==> src/rtl/fetch_sequencer.sv <==
// fetch_sequencer: walks a program ROM from START_ADDR, issuing one
// {operator, operand} pair at a time over a valid/ready handshake.
// Each instruction costs one FETCH cycle (combinational ROM read,
// HALT detection) and at least one ISSUE cycle (held until accepted).
// A handshake may redirect the PC. A target past the end of the program
// finishes the run with a sticky error flag instead of wrapping.
module fetch_sequencer #(
    parameter int                    DATA_WIDTH = 16,
    parameter int                    PROG_DEPTH = 16,
    parameter logic [DATA_WIDTH-1:0] START_ADDR = '0,
    parameter logic [DATA_WIDTH-1:0] HALT_OP    = 16'hFFFF
) (
    input  logic                  clk,
    input  logic                  rst_n,
    input  logic                  start,
    input  logic                  abort,
    output logic [DATA_WIDTH-1:0] rom_addr,
    input  logic [DATA_WIDTH-1:0] rom_operator,
    input  logic [DATA_WIDTH-1:0] rom_operand,
    output logic                  instr_valid,
    input  logic                  instr_ready,
    output logic [DATA_WIDTH-1:0] instr_operator,
    output logic [DATA_WIDTH-1:0] instr_operand,
    input  logic                  jump_valid,
    input  logic [DATA_WIDTH-1:0] jump_addr,
    output logic [DATA_WIDTH-1:0] pc,
    output logic                  busy,
    output logic                  done,
    output logic                  err,
    output logic [DATA_WIDTH-1:0] issue_count
);

    typedef enum logic [1:0] {
        IDLE  = 2'd0,
        FETCH = 2'd1,
        ISSUE = 2'd2,
        DONE  = 2'd3
    } state_t;

    // The next-PC compare uses one extra bit, so pc+1 at the top of the
    // address space reads as out of range instead of wrapping to zero.
    localparam logic [DATA_WIDTH:0] LP_DEPTH = (DATA_WIDTH+1)'(PROG_DEPTH);
    localparam logic [DATA_WIDTH:0] LP_ONE   = {{DATA_WIDTH{1'b0}}, 1'b1};

    state_t                r_state;
    logic [DATA_WIDTH-1:0] r_pc;
    logic [DATA_WIDTH-1:0] r_op;
    logic [DATA_WIDTH-1:0] r_opnd;
    logic                  r_err;
    logic [DATA_WIDTH-1:0] r_cnt;

    state_t                w_state_nxt;
    logic [DATA_WIDTH-1:0] w_pc_nxt;
    logic [DATA_WIDTH-1:0] w_op_nxt;
    logic [DATA_WIDTH-1:0] w_opnd_nxt;
    logic                  w_err_nxt;
    logic [DATA_WIDTH-1:0] w_cnt_nxt;

    logic                  w_hs;
    logic [DATA_WIDTH:0]   w_tgt_ext;
    logic                  w_tgt_oob;

    // Handshake and redirect target. jump_valid only matters when w_hs is set.
    always_comb begin
        w_hs      = (r_state == ISSUE) && instr_ready;
        w_tgt_ext = jump_valid ? {1'b0, jump_addr} : ({1'b0, r_pc} + LP_ONE);
        w_tgt_oob = (w_tgt_ext >= LP_DEPTH);
    end

    // Next-state and datapath update. Abort overrides every transition,
    // but a handshake in the same cycle is still counted.
    always_comb begin
        w_state_nxt = r_state;
        w_pc_nxt    = r_pc;
        w_op_nxt    = r_op;
        w_opnd_nxt  = r_opnd;
        w_err_nxt   = r_err;
        w_cnt_nxt   = r_cnt;

        if (w_hs) begin
            w_cnt_nxt = r_cnt + 1'b1;
        end

        if (abort) begin
            w_state_nxt = IDLE;
        end else begin
            case (r_state)
                IDLE, DONE: begin
                    if (start) begin
                        w_state_nxt = FETCH;
                        w_pc_nxt    = START_ADDR;
                        w_err_nxt   = 1'b0;
                        w_cnt_nxt   = '0;
                    end
                end
                FETCH: begin
                    if (rom_operator == HALT_OP) begin
                        w_state_nxt = DONE;
                    end else begin
                        w_state_nxt = ISSUE;
                        w_op_nxt    = rom_operator;
                        w_opnd_nxt  = rom_operand;
                    end
                end
                ISSUE: begin
                    if (w_hs) begin
                        if (w_tgt_oob) begin
                            // PC keeps the last issued address for debug.
                            w_state_nxt = DONE;
                            w_err_nxt   = 1'b1;
                        end else begin
                            w_state_nxt = FETCH;
                            w_pc_nxt    = w_tgt_ext[DATA_WIDTH-1:0];
                        end
                    end
                end
                default: w_state_nxt = IDLE;
            endcase
        end
    end

    // State register.
    always_ff @(posedge clk or negedge rst_n) begin
        if (!rst_n) begin
            r_state <= IDLE;
        end else begin
            r_state <= w_state_nxt;
        end
    end

    // Datapath registers: PC, latched instruction, error flag, issue counter.
    always_ff @(posedge clk or negedge rst_n) begin
        if (!rst_n) begin
            r_pc   <= '0;
            r_op   <= '0;
            r_opnd <= '0;
            r_err  <= 1'b0;
            r_cnt  <= '0;
        end else begin
            r_pc   <= w_pc_nxt;
            r_op   <= w_op_nxt;
            r_opnd <= w_opnd_nxt;
            r_err  <= w_err_nxt;
            r_cnt  <= w_cnt_nxt;
        end
    end

    // Outputs decode registered state only. Reset therefore clears them
    // without waiting for a clock edge.
    always_comb begin
        rom_addr       = r_pc;
        pc             = r_pc;
        instr_valid    = (r_state == ISSUE);
        instr_operator = r_op;
        instr_operand  = r_opnd;
        busy           = (r_state == FETCH) || (r_state == ISSUE);
        done           = (r_state == DONE);
        err            = r_err;
        issue_count    = r_cnt;
    end

endmodule
==> config.mk <==
export PLATFORM = sky130hd
export DESIGN_NAME = fetch_sequencer
export DESIGN_NICKNAME = d
export VERILOG_FILES = /design/src/rtl/fetch_sequencer.sv
export SDC_FILE = /design/constraint.sdc
export NUM_CORES = 1
export LEC_CHECK = 0
export CAP_MARGIN = 5
export CORE_MARGIN = 2
export CORE_UTILIZATION = 43
export DETAILED_ROUTE_END_ITERATION = 8
export PLACE_DENSITY_LB_ADDON = 0.08
export SLEW_MARGIN = 30
export SYNTH_ARGS = -nofsm -noshare
export SYNTH_HDL_FRONTEND = slang
export SYNTH_SLANG_ARGS = --single-unit
==> constraint.sdc <==
create_clock -name clk -period 2.5 [get_ports clk]
set_input_delay 0.25 -clock clk [delete_from_list [all_inputs] [get_ports clk]]
set_output_delay 0.25 -clock clk [all_outputs]
set_load 0.01 [all_outputs]
==> impl_metrics.yaml <==
run_status:
  status: "finished, final reports clean"
cells_and_area:
  nets: 498
  multi_input_area_um2: 1440
  register_area_um2: 1680
  n_antenna_cell: 0
  fillers: 646
  area_growth_pct: 51.0
  final_common_cell: "clkdlybuf4s50_1"
  drive_gt1_share_pct: 15.3
  final_cell_mix: "clkdlybuf4s50_1, dfrtp_1, mux2_2"
logic_synthesis:
  postSynthCellCount: 299
  syn-num-nets: 358
  synthFlopType: "dfrtp_1"
  yosysSeqAreaShare_pct: 50.6
  synth_edf_count: 0
  ys_async_sr_fraction_pct: 100
  yosysWarnings: 0
  synth_cell_types: 47
  netlist_area_um2: 3310
  syn_avg_cell_area_um2: 11.1
  ys_ff_latch: 67
grt:
  antenna_found_initial: 0
  grt_pass1_vias: 2726
  grt_pass1_wl_mm: 13.3
  grt-ovfl-total: 0
  track_usage_pct: 20.0
  grt_max_degree: 33
job:
  drv_cap: 0
sta:
  fin_setup_tns_ps: 0
  hold_viol: 0
  rsz0062_at_grt: "no"
  finalSetupViolCount: 0
  postLayoutSetupSlackWorst_ps: 174
  fmax_mhz: 430
  slew_viol_final: 0
  relSlewSlack_pct: 63.6
  final.period_utilization_pct: 93.0
  finalCriticalPeriod_ps: 2330
  fin_skew_ps: 6.84
  worst_slew_pin_slew_ps: 545
clocking:
  cts_sinks: 67
  cts_tree: "built"
  cts_buffers: 9
  cts_root_buffer: "clkbuf_8"
  clock_path_buffers: 2
  htreeDepth: 3
  cts_resized: 0
  clkTransAtPathRegs_ps: 70
  insertion_delay_ps: 340
power:
  cellPowerDensity_nw_per_um2: 787
  power.share.clock_pct: 25.4
  power_switching_mw: 1.09
  swShare_pct: 27.6
  pwr-share-comb_pct: 36.2
  seq_power_share_pct: 38.4
  cellLeakagePower_nw: 2.10
  intPower_mw: 2.85
  ir_worst_vdd_mv: 0.514
placed_design:
  gp_congestion: 0.918
  port-buffer-count: 137
  dpl.hpwl_mm: 5.96
  post-place-ws_ps: 166
floorplanning:
  initial_core_util_pct: 43.5
  die_w_um: 91.8
  die_h_um: 91.8
  die-area_um2: 8420
  row_count: 32
  ios: 138
  core_area_um2: 7610
critical_path:
  crit_type: "flip-flop to flip-flop"
  cp_max_fo: 16
  arrival_ps: 2550
  end_kind: "flip-flop"
  required_ps: 2720
  cp-start-kind: "flip-flop"
detailed_routing:
  route.vias.total: 2798
  first_iter_violations: 46
  via_per_inst: 5.12
  first_pass_iters: 4
  route.detailed.drc: 0
  final_antenna_net_count: 0
  drt_wl_total_mm: 8.15
  routedWlPerCell_um: 14.9
worst_hold_path:
  hp-class: "input pin to asynchronous set/reset pin"
## synthesized netlist by cell type (3+ instances only)
| master | n | area (µm²) |
|---|---|---|
| or3_1 | 3 | 18.8 |
| o21ai_0 | 3 | 15.0 |
| mux2_2 | 30 | 338 |
| a21oi_1 | 6 | 30.0 |
| nand3_1 | 8 | 40.0 |
| o2bb2ai_1 | 4 | 35.0 |
| inv_1 | 7 | 26.3 |
| nand4_1 | 11 | 68.8 |
| nor4_1 | 3 | 18.8 |
| clkbuf_1 | 5 | 18.8 |
| buf_2 | 3 | 15.0 |
| nor2_1 | 25 | 93.8 |
| o31ai_1 | 3 | 22.5 |
| buf_4 | 16 | 120 |
| nor3_1 | 9 | 45.0 |
| xnor2_1 | 8 | 70.1 |
| ha_1 | 5 | 62.6 |
| and3_1 | 8 | 50.1 |
| nand2_1 | 20 | 75.1 |
| xor2_1 | 12 | 105 |
| dfrtp_1 | 67 | 1680 |
| and2_1 | 13 | 81.3 |
## metal layers
| layer | share of wire (%) | track usage (%) | routed length (µm) | up-vias |
|---|---|---|---|---|
| li1 | - | - | - | 1326 |
| met3 | 5.9 | 5.42 | 482 | 10 |
| met2 | 49 | 32.9 | 3980 | 97 |
| met5 | 0 | 0 | 0 | - |
| met4 | 1.4 | 6.34 | 114 | 0 |
| met1 | 44 | 25.7 | 3570 | 1365 |
## power groups by stage
stage | clock (mW) | combinational [mW] | sequential (mW)
after floorplan | 0 | 0.494 | 1.67
final | 0.998 | 1.43 | 1.51
after global placement | 0 | 1.43 | 1.53
after global routing | 1.07 | 1.53 | 1.55
after CTS | 1.02 | 1.45 | 1.52
after detailed placement | 0 | 1.45 | 1.54
## what timing repair did
| item | CTS | global route |
|---|---|---|
| hold buffers | 1 | 0 |
| buffers inserted | 0 | 1 |
| endpoints found under the hold margin | 23 | 0 |
| setup endpoints to repair | 0 | 1 |
## final cells by class
cell class              count  area share, %
clock inverters             4           1.48
inverters                   7          0.525
multi-input cells         200           28.9
repair buffers            154           30.2
clock buffers              12           2.90
well taps                 102           2.55
flip-flops and latches     67           33.5
## final timing paths
| path | cells after the start | to | start | slack (ps) |
|---|---|---|---|---|
| setup / recovery | 8 | pc[3]$_DFFE_PN0P_ | pc[0]$_DFFE_PN0P_ | 170 |
| hold / removal | 2 | instr_operator[10]$_DFFE_PN0P_ | rst_n | 430 |
| max in group asynchronous | 3 | err$_DFFE_PN0P_ | rst_n | 1330 |
| min in group clk | 1 | instr_operator[4]$_DFFE_PN0P_ | instr_operator[4]$_DFFE_PN0P_ | 500 |
| hold reg to reg | 1 | instr_operator[4]$_DFFE_PN0P_ | instr_operator[4]$_DFFE_PN0P_ | 500 |
| setup reg to reg | 8 | pc[3]$_DFFE_PN0P_ | pc[0]$_DFFE_PN0P_ | 170 |
## logic make-up (layout without fill, tap and decap cells)
| kind of cell | Yosys count | after routing | synth area share [%] |
|---|---|---|---|
| AOI/OAI and AO/OA | 31 | 31 | 7.37 |
| xor gates and xnor gates | 20 | 20 | 5.29 |
| adders and majority gates | 5 | 5 | 1.89 |
| buffers and inverters | 32 | 177 | 5.78 |
| DFF | 67 | 67 | 50.6 |
| muxes | 33 | 33 | 11.2 |
| and+or+nand+nor | 111 | 111 | 17.9 |
## state kept, by name, summed over array words and instances, names as in the netlist
register	cells
instr_operand	16
r_state	2
pc	16
issue_count	16
instr_operator	16
err	1
## critical path, cell delays in order, from the launching register on
cell and delay [ps]:
dfrtp_1 380, ha_1 230, and3_1 240, o41ai_2 320, a22oi_1 150, o31ai_2 350, a21oi_2 90, buf_4 200
a22o_1 240
## stage by stage
stage	utilization, %	power [mW]	cells	hold slack, ps	area [µm²]
3_5_place_dp	62.6	2.98	528	264	4770
3_3_place_gp	62.6	2.95	528	267	4770
2_1_floorplan	-	2.16	299	-45.6	3310
4_1_cts	65.7	3.99	545	432	4990
5_1_grt	65.8	4.15	546	488	5000
6_report	65.8	3.94	546	434	5000
Power figures use the tool's default switching activity.
